$ cat config.mk
export PLATFORM = sky130hd
export DESIGN_NAME = led_bank_scheduler
export DESIGN_NICKNAME = d
export VERILOG_FILES = /design/src/rtl/led_bank_scheduler.sv
export SDC_FILE = /design/constraint.sdc
export NUM_CORES = 1
export LEC_CHECK = 0
export ABC_AREA = 1
export BUFFER_PORTS_ARGS = -buffer_cell sky130_fd_sc_hd__buf_2
export CAP_MARGIN = 5
export CELL_PAD_IN_SITES_DETAIL_PLACEMENT = 1
export CELL_PAD_IN_SITES_GLOBAL_PLACEMENT = 2
export CORE_ASPECT_RATIO = 1.25
export CORE_MARGIN = 10
export CORE_UTILIZATION = 30
export DETAILED_ROUTE_END_ITERATION = 7
export GPL_TIMING_DRIVEN = 0
export PLACE_DENSITY_LB_ADDON = 0.3
export SLEW_MARGIN = 20
export SYNTH_ARGS = -nofsm -noshare
export SYNTH_HDL_FRONTEND = slang
export SYNTH_SLANG_ARGS = --single-unit
$ cat constraint.sdc
create_clock -name clk_1MHz -period 2.3 [get_ports clk_1MHz]
set_input_delay 0 -clock clk_1MHz [delete_from_list [all_inputs] [get_ports clk_1MHz]]
set_output_delay 0 -clock clk_1MHz [all_outputs]
set_load 0.02 [all_outputs]
$ cat src/rtl/led_bank_scheduler.sv
// led_bank_scheduler
//   Drives the three patch RGB LEDs and the MI indicator LED. The patch
//   stream latches colours into slots 0..2 in order. Each accepted patch
//   produces a one-cycle acknowledge. A re-arm gap of GAP_CYC zero cycles
//   must pass before the next patch is accepted. While done is high the
//   bank blinks green. The MI alert holds rgb_mi yellow for MI_HOLD_CYC
//   cycles from each rising edge of mi_req.
//   Optional build macro: LED_LAMP_TEST_EN. When it is defined, a red/green/
//   blue lamp test runs on every LED after reset, and then the bank arms.
module led_bank_scheduler #(
    parameter int MI_HOLD_CYC    = 2000000,
    parameter int BLINK_HALF_CYC = 1000000,
    parameter int GAP_CYC        = 50000,
    parameter int LAMP_CYC       = 500000
) (
    input  logic       clk_1MHz,
    input  logic       rst_n,
    input  logic [1:0] patch_color,
    input  logic       done,
    input  logic       mi_req,
    output logic       sense_en,
    output logic       patch_ack,
    output logic [1:0] slot_idx,
    output logic [2:0] rgb1,
    output logic [2:0] rgb2,
    output logic [2:0] rgb3,
    output logic [2:0] rgb_mi
);

    localparam logic [2:0] GREEN  = 3'b010;
    localparam logic [2:0] YELLOW = 3'b011;

    localparam int MW = $clog2(MI_HOLD_CYC + 1);
    localparam int BW = $clog2(BLINK_HALF_CYC + 1);
    localparam int GW = $clog2(GAP_CYC + 1);

    localparam logic [MW-1:0] MI_LOAD    = MW'(MI_HOLD_CYC);
    localparam logic [BW-1:0] BLINK_LAST = BW'(BLINK_HALF_CYC - 1);
    localparam logic [GW-1:0] GAP_LAST   = GW'(GAP_CYC - 1);

`ifdef LED_LAMP_TEST_EN
    localparam int LW = $clog2(LAMP_CYC + 1);
    localparam logic [LW-1:0] LAMP_LAST = LW'(LAMP_CYC - 1);

    typedef enum logic [1:0] {ARMED, GAP, BLINK, LAMP} state_t;
    localparam state_t RESET_STATE = LAMP;
`else
    typedef enum logic [1:0] {ARMED, GAP, BLINK} state_t;
    localparam state_t RESET_STATE = ARMED;
`endif

    // Every timed phase must last at least one cycle. Otherwise the
    // "parameter minus one" terminal counts would wrap around.
    if (MI_HOLD_CYC < 1 || BLINK_HALF_CYC < 1 || GAP_CYC < 1 || LAMP_CYC < 1) begin : g_bad_param
        $error("led_bank_scheduler: all cycle parameters must be >= 1");
    end

    function automatic logic [2:0] colour_map(input logic [1:0] c);
        case (c)
            2'd1:    colour_map = 3'b001;
            2'd2:    colour_map = 3'b010;
            2'd3:    colour_map = 3'b100;
            default: colour_map = 3'b000;
        endcase
    endfunction

    state_t          state_reg;
    logic            sense_en_reg;
    logic            patch_ack_reg;
    logic [1:0]      slot_idx_reg;
    logic [2:0]      rgb_reg [0:2];
    logic [GW-1:0]   gap_cnt_reg;
    logic [BW-1:0]   blink_cnt_reg;
    logic [MW-1:0]   mi_cnt_reg;
    logic            mi_prev_reg;
`ifdef LED_LAMP_TEST_EN
    logic [LW-1:0]   lamp_cnt_reg;
    logic [1:0]      lamp_step_reg;   // 0 = not started, 1..3 = colour code shown
`endif

    // A slot counts as lit when its LED shows any colour. The bank is full when all three slots are lit.
    logic [2:0] slot_lit;
    logic       bank_full;

    for (genvar gi = 0; gi < 3; gi++) begin : g_slot
        assign slot_lit[gi] = |rgb_reg[gi];
    end
    assign bank_full = &slot_lit;

    wire mi_rise = mi_req & ~mi_prev_reg;

    // Main scheduler FSM: patch latching, re-arm gap, done blink and lamp test.
    always_ff @(posedge clk_1MHz or negedge rst_n) begin
        if (!rst_n) begin
            state_reg     <= RESET_STATE;
            sense_en_reg  <= 1'b0;
            patch_ack_reg <= 1'b0;
            slot_idx_reg  <= 2'd0;
            for (int i = 0; i < 3; i++) rgb_reg[i] <= 3'b000;
            gap_cnt_reg   <= '0;
            blink_cnt_reg <= '0;
`ifdef LED_LAMP_TEST_EN
            lamp_cnt_reg  <= '0;
            lamp_step_reg <= 2'd0;
`endif
        end else begin
            patch_ack_reg <= 1'b0;
            case (state_reg)
                ARMED, GAP: begin
                    sense_en_reg <= 1'b1;
                    if (done) begin
                        // done beats a same-cycle patch. The blink starts green on the next cycle.
                        state_reg     <= BLINK;
                        sense_en_reg  <= 1'b0;
                        blink_cnt_reg <= '0;
                        for (int i = 0; i < 3; i++) rgb_reg[i] <= GREEN;
                    end else if (state_reg == ARMED) begin
                        if (patch_color != 2'd0) begin
                            patch_ack_reg <= 1'b1;
                            state_reg     <= GAP;
                            gap_cnt_reg   <= '0;
                            case (slot_idx_reg)
                                2'd0: begin
                                    rgb_reg[0] <= colour_map(patch_color);
                                    // A refill of slot 0 into a full bank starts a fresh set.
                                    if (bank_full) begin
                                        rgb_reg[1] <= 3'b000;
                                        rgb_reg[2] <= 3'b000;
                                    end
                                    slot_idx_reg <= 2'd1;
                                end
                                2'd1: begin
                                    rgb_reg[1]   <= colour_map(patch_color);
                                    slot_idx_reg <= 2'd2;
                                end
                                default: begin
                                    rgb_reg[2]   <= colour_map(patch_color);
                                    slot_idx_reg <= 2'd0;
                                end
                            endcase
                        end
                    end else begin
                        // GAP: only an unbroken run of zero colours re-arms the sensor.
                        if (patch_color != 2'd0) begin
                            gap_cnt_reg <= '0;
                        end else if (gap_cnt_reg == GAP_LAST) begin
                            gap_cnt_reg <= '0;
                            state_reg   <= ARMED;
                        end else begin
                            gap_cnt_reg <= gap_cnt_reg + 1'b1;
                        end
                    end
                end

                BLINK: begin
                    if (!done) begin
                        state_reg     <= ARMED;
                        sense_en_reg  <= 1'b1;
                        slot_idx_reg  <= 2'd0;
                        gap_cnt_reg   <= '0;
                        blink_cnt_reg <= '0;
                        for (int i = 0; i < 3; i++) rgb_reg[i] <= 3'b000;
                    end else if (blink_cnt_reg == BLINK_LAST) begin
                        blink_cnt_reg <= '0;
                        for (int i = 0; i < 3; i++) rgb_reg[i] <= rgb_reg[i] ^ GREEN;
                    end else begin
                        blink_cnt_reg <= blink_cnt_reg + 1'b1;
                    end
                end

`ifdef LED_LAMP_TEST_EN
                LAMP: begin
                    sense_en_reg <= 1'b0;
                    if (lamp_step_reg == 2'd0) begin
                        lamp_step_reg <= 2'd1;
                        lamp_cnt_reg  <= '0;
                        for (int i = 0; i < 3; i++) rgb_reg[i] <= colour_map(2'd1);
                    end else if (lamp_cnt_reg == LAMP_LAST) begin
                        lamp_cnt_reg <= '0;
                        if (lamp_step_reg == 2'd3) begin
                            state_reg     <= ARMED;
                            sense_en_reg  <= 1'b1;
                            lamp_step_reg <= 2'd0;
                            for (int i = 0; i < 3; i++) rgb_reg[i] <= 3'b000;
                        end else begin
                            lamp_step_reg <= lamp_step_reg + 1'b1;
                            for (int i = 0; i < 3; i++) rgb_reg[i] <= colour_map(lamp_step_reg + 1'b1);
                        end
                    end else begin
                        lamp_cnt_reg <= lamp_cnt_reg + 1'b1;
                    end
                end
`endif

                default: state_reg <= ARMED;
            endcase
        end
    end

    // MI alert timer: a rising edge of mi_req (re)loads the hold count, and the count then runs down to zero.
    always_ff @(posedge clk_1MHz or negedge rst_n) begin
        if (!rst_n) begin
            mi_prev_reg <= 1'b0;
            mi_cnt_reg  <= '0;
        end else begin
            mi_prev_reg <= mi_req;
            if (mi_rise) begin
                mi_cnt_reg <= MI_LOAD;
            end else if (mi_cnt_reg != '0) begin
                mi_cnt_reg <= mi_cnt_reg - 1'b1;
            end
        end
    end

    assign sense_en  = sense_en_reg;
    assign patch_ack = patch_ack_reg;
    assign slot_idx  = slot_idx_reg;
    assign rgb1      = rgb_reg[0];
    assign rgb2      = rgb_reg[1];
    assign rgb3      = rgb_reg[2];

`ifdef LED_LAMP_TEST_EN
    // While the lamp test runs, the MI LED mirrors the lamp colour unless an alert is active.
    assign rgb_mi = (mi_cnt_reg != '0) ? YELLOW :
                    ((state_reg == LAMP) ? rgb_reg[0] : 3'b000);
`else
    assign rgb_mi = (mi_cnt_reg != '0) ? YELLOW : 3'b000;
`endif

endmodule
# Word level (Yosys, flattened, before mapping)
# Index checks and enable logic that the tools add are counted.
# word_totals
ff_bits	73
input_bits	6
output_inout_bits	16
elab_cells	112
# classes
addsub	3
eq_ne	24
mux	44
bitwise	5
n_reduce_logical	22
# op_table
op	n
16-bit two-way mux	6
20-bit two-way mux	3
21-bit two-way mux	2
20-bit one-hot mux with 2 select lines	1
9-bit two-way mux	4
16-bit one-hot mux with 2 select lines	1
6-bit AND reduction	4
21-bit nonzero test	1
21-bit by 1-bit subtractor with 21-bit output (second input constant)	1
20-bit by 1-bit adder with 20-bit output (second input constant)	1
20-bit == test (second input constant)	1
2-bit two-way mux	10
9-bit one-hot mux with 2 select lines	1
16-bit by 1-bit adder with 16-bit output (second input constant)	1
16-bit == test (second input constant)	1
4-bit != test (second input constant)	4
3-bit != test (second input constant)	5
5-bit AND reduction	3
2-bit one-hot mux with 2 select lines	3
3-bit one-hot mux with 2 select lines	2
2-bit != test (second input constant)	5
3-bit one-hot mux with 3 select lines	1
3-bit OR reduction	3
8-bit two-way mux	1
16 further kinds	33

# Longest topological paths before layout
# Gate-level depths: netlist of the first run.
# logic_depth
word_depth	8
depth_mapped	11
depth_no_buf	11

# Worst setup path after synthesis of the first run
# No wires, ideal clock.
# synth_path
path_type	register to register
from	reg mi_cnt_reg[0]
to	reg mi_cnt_reg[13]
setup_ps	120
arrival_time_ps	1452
required_time_ps	2180
setup_slack_ps	727
path_stages_with_launch	8
n_path_buf	0
period_less_slack_ps	1573
cell_sequence	dfrtp_1 inv_1 ha_1 nand2_1 nor3_1 nand3_1 a21oi_1 nor2_1
# synth_via
elab_chain_cells	3
word_cells_on_any_way	5
cone_classes	add/sub (1); mux (2); reduce/logical (2)
# synth_rtl
item	line	rtl
start, declared	74	logic [MW-1:0] mi_cnt_reg;
start signal, assigned	210	mi_cnt_reg <= mi_cnt_reg - 1'b1;
21-bit by 1-bit subtractor with 21-bit output	210	
21-bit two-way mux	209	end else if (mi_cnt_reg != '0) begin
21-bit two-way mux	207	if (mi_rise) begin
# Several ways; a longest one is shown, not always the timed one. The select of a mux whose other input is x is not followed.
# A chain may end at the register's enable or synchronous reset.

# Worst setup path in the final report of the first run
# layout_path
from	reg mi_cnt_reg[0]
to	out rgb_mi[1]
# layout_via
elab_chain_cells	2
# layout_rtl
item	line	rtl
21-bit nonzero test	227	assign rgb_mi = (mi_cnt_reg != '0) ? YELLOW : 3'b000;
2-bit two-way mux	227	
end, declared	27	output logic [2:0] rgb_mi
# No other way between the ends.

==> results of run 1 <==
[worst max-delay path, cell delays in order, from the launching register on]
cell     delay, ps
dfrtp_1        360
inv_1          180
ha_1           220
nand2_1         80
nor3_1         200
nand3_1        230
buf_4          200
buf_2          150
[worst max-delay path by stage]
stage / start / to / depth (start not counted)
after global placement: mi_cnt_reg[0] / mi_cnt_reg[10] / 8
after detailed placement: mi_cnt_reg[0] / mi_cnt_reg[10] / 8
after floorplan: mi_cnt_reg[0] / mi_cnt_reg[13] / 7
after global routing: mi_cnt_reg[0] / rgb_mi[1] / 7
after CTS: mi_cnt_reg[0] / rgb_mi[1] / 7
final: mi_cnt_reg[0] / rgb_mi[1] / 7
[repair_timing]
action                                 in CTS  in global routing
hold buffers                                2                  0
buffers inserted                            0                  0
endpoints found under the hold margin      74                  0
[synth_stat cells (3+ instances only)]
cell type and n:
a21oi_1 16, dfrtp_1 73, ha_1 4, inv_1 73, inv_2 7, nand2_1 158
nand2_2 10, nand3_1 47, nand4_1 22, nor2_1 92, nor2_2 12, nor2_4 5
nor3_1 21, o21ai_0 21, o22ai_1 3, or2_2 9, xnor2_1 6, xor2_1 9
[layout make-up]
| cell class | count | area [sq um] | area share, % |
|---|---|---|---|
| buffer | 8 | 55.1 | 1.08 |
| clock buffer | 11 | 253 | 4.97 |
| clock inverter | 5 | 77.6 | 1.53 |
| inverter | 82 | 308 | 6.05 |
| multi-input combinational | 451 | 2200 | 43.2 |
| sequential | 73 | 1830 | 35.9 |
| tap | 178 | 223 | 4.38 |
| timing repair buffer | 22 | 145 | 2.85 |
[layer usage]
metal	global-route usage, %	up-vias	routed length (um)
met4	5.85	0	291
met3	2.14	21	306
met5	0	-	0
met2	22.3	42	6210
met1	15.9	1962	5640
li1	-	2021	-
[through the flow]
step                      hold WS, ps  cells  worst slack (ps)  area (sq um)
final                            28.6    830               324          5080
after global routing             59.8    830               160          5080
after CTS                        23.8    830               283          5080
after detailed placement        -73.0    812               492          4730
after global placement            126    811               519          4700
after floorplan                  -296    614               727          4390
[power by group through the flow]
stage | registers, W | logic (W) | clock network (W)
floorplan | 0.00163 | 0.000652 | 0
global placement | 0.00158 | 0.000999 | 0
detailed placement | 0.00159 | 0.00103 | 0
CTS | 0.00157 | 0.00104 | 0.00163
global route | 0.00159 | 0.00118 | 0.00169
finish | 0.00157 | 0.00101 | 0.00160
[logic make-up (layout without fill, tap and decap cells)]
group	Yosys count	in the layout	synth area share, %
flip-flops	73	73	41.6
adder cells (fa/ha/maj)	4	4	1.14
other	1	1	0.0855
XOR/XNOR	15	15	2.99
AND/OR/NAND/NOR	382	382	39.5
buffers and inverters	90	128	8.27
AO/OA/AOI/OAI	49	49	6.33
==> out/metrics.yaml, run 1 <==
status: "finished clean"
synth_largest_area_cell: "dfrtp_1"
vdd_ir_drop_max_uv: 457
htree_levels: 3
p_clk_share_pct: 38.2
whs_path_depth: 3
slew_viol_final: 0
post_drt_wl_per_cell_um: 15.0
clock_skew_ps: 8.76
critPathRequiredTime_ps: 2300
period_needed_ps: 1980
ios: 22
n_fill_cell: 1802
worst_slew_pin_slew_ps: 512
via_count: 4046
pwr-share-seq_pct: 37.6
drc: 0
layout.cells.most_common_list: "158 x nand2_1, 92 x nor2_1, 73 x inv_1, 73 x dfrtp_1, 47 x nand3_1"
startpoint_type: "flip-flop"
final_common_cell: "nand2_1"
power_leakage_nw: 2.42
viasPerCell: 4.87
power.total_w: 0.00417
post-route-period-util_pct: 85.9
cts_buffers: 9
diodes: 0
die_w_um: 128
drt-initial-drc-count: 152
start_util_pct: 30.6
cts_buffer_depth: 2
antenna_found_initial: 0
grt-ovfl-total: 0
yosys_warnings: 0
drt-total-wl_um: 12400
die_h_um: 155
ant_nets: 0
path_class: "reg2out"
p_comb_share_pct: 24.2
r2r_start: "mi_cnt_reg[0]"
clock.fmax_mhz: 506
cts_tree: "done"
yosys-top-cells-area: "dfrtp_1 42%, nand2_1 14%, nor2_1 7.9%"
finalSetupViolCount: 0
grt_max_degree: 54
p_switching_w: 0.00141
path_clk_slew_ps: 60
synthFlopType: "dfrtp_1"
internal_power_w: 0.00276
ys_ff_latch: 73
crit_fanout: 6
dp_hpwl_um: 9450
drive_gt1_share_pct: 14.1
finalHoldViolCount: 0
numPortBuffers: 19
tns_ps: 0
worstHoldStart: "done"
power_density_nw_per_um2: 821
drt_pre_antenna_iters: 4
rsz0062_at_grt: "false"
cts-resized-gates: 0
synth_nets: 624
ys_types: 35
root_buffer: "clkbuf_16"
clock_latency_ps: 350
grt_pass1_wl_um: 21500
ys_seq_area_share_pct: 41.6
cp.arrival_ps: 1980
syn_to_final_growth_pct: 15.9
r2r-end: "mi_cnt_reg[10]"
fin_util_pct: 35.4
end_kind: "output port"
synth_edf_count: 0
maxSlewHeadroom_pct: 65.8
netlist.area_leader.share_pct: 41.6
switching_share_pct: 33.9
grt_use_total_pct: 13.1
largest_reg_flops: 21
maxCapViolCount: 0
hold_path.class: "in2reg"
avgSynthCellArea_sq_um: 7.14
clock_sinks: 73
r2r_cells: 8
syn-cell-area_sq_um: 4390
place.gp.congestion: 0.853
nNetsFinal: 657
r2r_setup_slack_ps: 510
rows: 49
core_area_sq_um: 14300
grt_pass1_vias: 4426
die_area_sq_um: 19900
holdPathEnd: "state_reg[1]"
async_flop_share_pct: 100
syn_inst: 614
Note: power is estimated with default switching activity, not from simulation.
==> inputs of run 2 (changes only) <==
==> constraint.sdc (replaced) <==
create_clock -name clk_1MHz -period 2.3 [get_ports clk_1MHz]
set_input_delay 0.23 -clock clk_1MHz [delete_from_list [all_inputs] [get_ports clk_1MHz]]
set_output_delay 0.23 -clock clk_1MHz [all_outputs]
set_load 0.02 [all_outputs]
==> run 2 against run 1 <==
Wire length about the same. Utilization is essentially flat. Critical path depth unchanged. Power hardly changed. First-iteration DRC count is the same. Clock power about the same.
==> out/metrics.yaml, run 2 (same netlist as run 1, synthesis figures left out) <==
period_needed_ps: 2080  # +104 ps
dp_hpwl_um: 9450  # unchanged
crit_fanout: 6  # unchanged
placed_cell_area_sq_um: 4730  # unchanged
via_count: 4051  # +0.12%
numPortBuffers: 19  # unchanged
worstHoldStart: "done"
die_w_um: 128  # unchanged
largest_reg_flops: 21  # unchanged
clock_skew_ps: 8.44  # -0.319 ps
grt-ovfl-total: 0  # unchanged
slew_viol_final: 0  # unchanged
grt_pass1_vias: 4426  # unchanged
vdd_ir_drop_max_uv: 457  # about the same
cp.arrival_ps: 1850  # -130 ps
clock_latency_ps: 350  # about the same
maxSlewHeadroom_pct: 65.8  # unchanged
path_class: "reg2out"
final_common_cell: "nand2_1"
grt_max_degree: 54  # unchanged
grt_pass1_wl_um: 21500  # unchanged
critPathRequiredTime_ps: 2070  # -230 ps
nNetsFinal: 657  # unchanged
ios: 22  # unchanged
cts_tree: "done"
htree_levels: 3  # unchanged
crit_buf_inv: 3  # unchanged
core_area_sq_um: 14300  # unchanged
cts_buffer_depth: 2  # unchanged
viasPerCell: 4.88  # +0.12%
hold_path.class: "in2reg"
post-place-ws_ps: 458  # -33.9 ps
die_area_sq_um: 19900  # unchanged
crit_chain: "inv_2, ha_1, nand2_1, nor3_1, nand3_2, buf_4, buf_2"
cpPeakStageDelay_ps: 380  # +20 ps
status: "finished clean"
layout.cells.most_common_list: "158 x nand2_1, 92 x nor2_1, 73 x dfrtp_1"
r2r-end: "rgb2[1]"
drive_gt1_share_pct: 14.4  # +0.31 points
r2r_start: "blink_cnt_reg[0]"
r2r_cells: 11  # +3
ant_nets: 0  # unchanged
post-route-period-util_pct: 90.4  # +4.5 points
finalHoldViolCount: 0  # unchanged
power_density_nw_per_um2: 820  # about the same
drt-total-wl_um: 12500  # about the same
grt_use_total_pct: 13.1  # unchanged
power_leakage_nw: 2.41  # about the same
cpMaxStageDelayCell: "dfrtp_1"
worst-path-stages: 7  # unchanged
fin_ws_ps: 221  # -104 ps
place.gp.congestion: 0.853  # unchanged
diodes: 0  # unchanged
r2r_setup_slack_ps: 560  # +50 ps
n_fill_cell: 1801  # -0.055%
clock_sinks: 73  # unchanged
start_util_pct: 30.6  # unchanged
drt_pre_antenna_iters: 4  # unchanged
cts_buffers: 9  # unchanged
cp-startpoint: "mi_cnt_reg[0]"
tns_ps: 0  # unchanged
finalSetupViolCount: 0  # unchanged
root_buffer: "clkbuf_16"
critPathTopFamily: "simple AND/OR/NAND/NOR gates"
syn_to_final_growth_pct: 16.0  # about the same
startpoint_type: "flip-flop"
maxCapViolCount: 0  # unchanged
drt-initial-drc-count: 152  # unchanged
endpoint: "rgb_mi[1]"
die_h_um: 155  # unchanged
antenna_found_initial: 0  # unchanged
rsz0062_at_grt: "false"
end_kind: "output port"
post_drt_wl_per_cell_um: 15.0  # about the same
final_cell_area_sq_um: 5090  # about the same
drc: 0  # unchanged
rows: 49  # unchanged
clock.fmax_mhz: 481  # -5.0%
worst_slew_pin_slew_ps: 512  # unchanged
path_clk_slew_ps: 60  # about the same
## run 2: cell count changes in the layout (fill, tap and decap cells not counted)
cell and delta:
inv_1 -1, inv_2 +1, nand3_1 -1, nand3_2 +1
## run 2: area by class of cell
class / count / area [sq um] / share of cell area [%]
sequential: 73 / 1830 / 35.9
timing repair buffer: 22 / 145 / 2.85
inverter: 82 / 308 / 6.05
multi-input combinational: 451 / 2200 / 43.3
clock inverter: 5 / 77.6 / 1.52
clock buffer: 11 / 253 / 4.97
buffer: 8 / 55.1 / 1.08
tap: 178 / 223 / 4.38
## run 2: worst min-delay path: stages
cell and delay, ps:
buf_2 170, nand2_1 110, nand2_1 50
## run 2: what timing repair did
| action | in CTS | in global routing |
|---|---|---|
| hold buffers | 2 | 0 |
| endpoints found under the hold margin | 21 | 0 |
| buffers inserted | 0 | 0 |
| gates resized for setup | 0 | 2 |
| endpoints found under the setup margin | 0 | 1 |
## run 2: where the power goes
group	switching, W	internal, W
sequential	0.000144	0.00142
clock	0.000589	0.00101
combinational	0.000681	0.000331
total	0.00141	0.00276
## run 2: per-layer routing
layer / routed length (um) / GRT usage, % / vias to the layer above
li1: - / - / 2022
met1: 5630 / 15.9 / 1961
met2: 6220 / 22.3 / 47
met3: 313 / 2.14 / 21
met4: 291 / 5.85 / 0
met5: 0 / 0 / -
## run 2: worst min-delay path by stage
stage	to	slack [ps]	depth (start not counted)
floorplan	blink_cnt_reg[0]	-70	0
global placement	mi_prev_reg	360	1
detailed placement	mi_cnt_reg[1]	160	1
CTS	state_reg[1]	250	3
global route	blink_cnt_reg[10]	290	3
finish	state_reg[1]	260	3
## run 2: through the flow
stage | power, W | std cells | hold slack, ps | utilization [%]
2_1_floorplan | 0.00228 | 614 | -65.6 | -
4_1_cts | 0.00423 | 830 | 254 | 35.4
5_1_grt | 0.00446 | 830 | 290 | 35.5
3_3_place_gp | 0.00258 | 811 | 356 | 32.8
6_report | 0.00417 | 830 | 259 | 35.5
3_5_place_dp | 0.00262 | 812 | 157 | 33.0
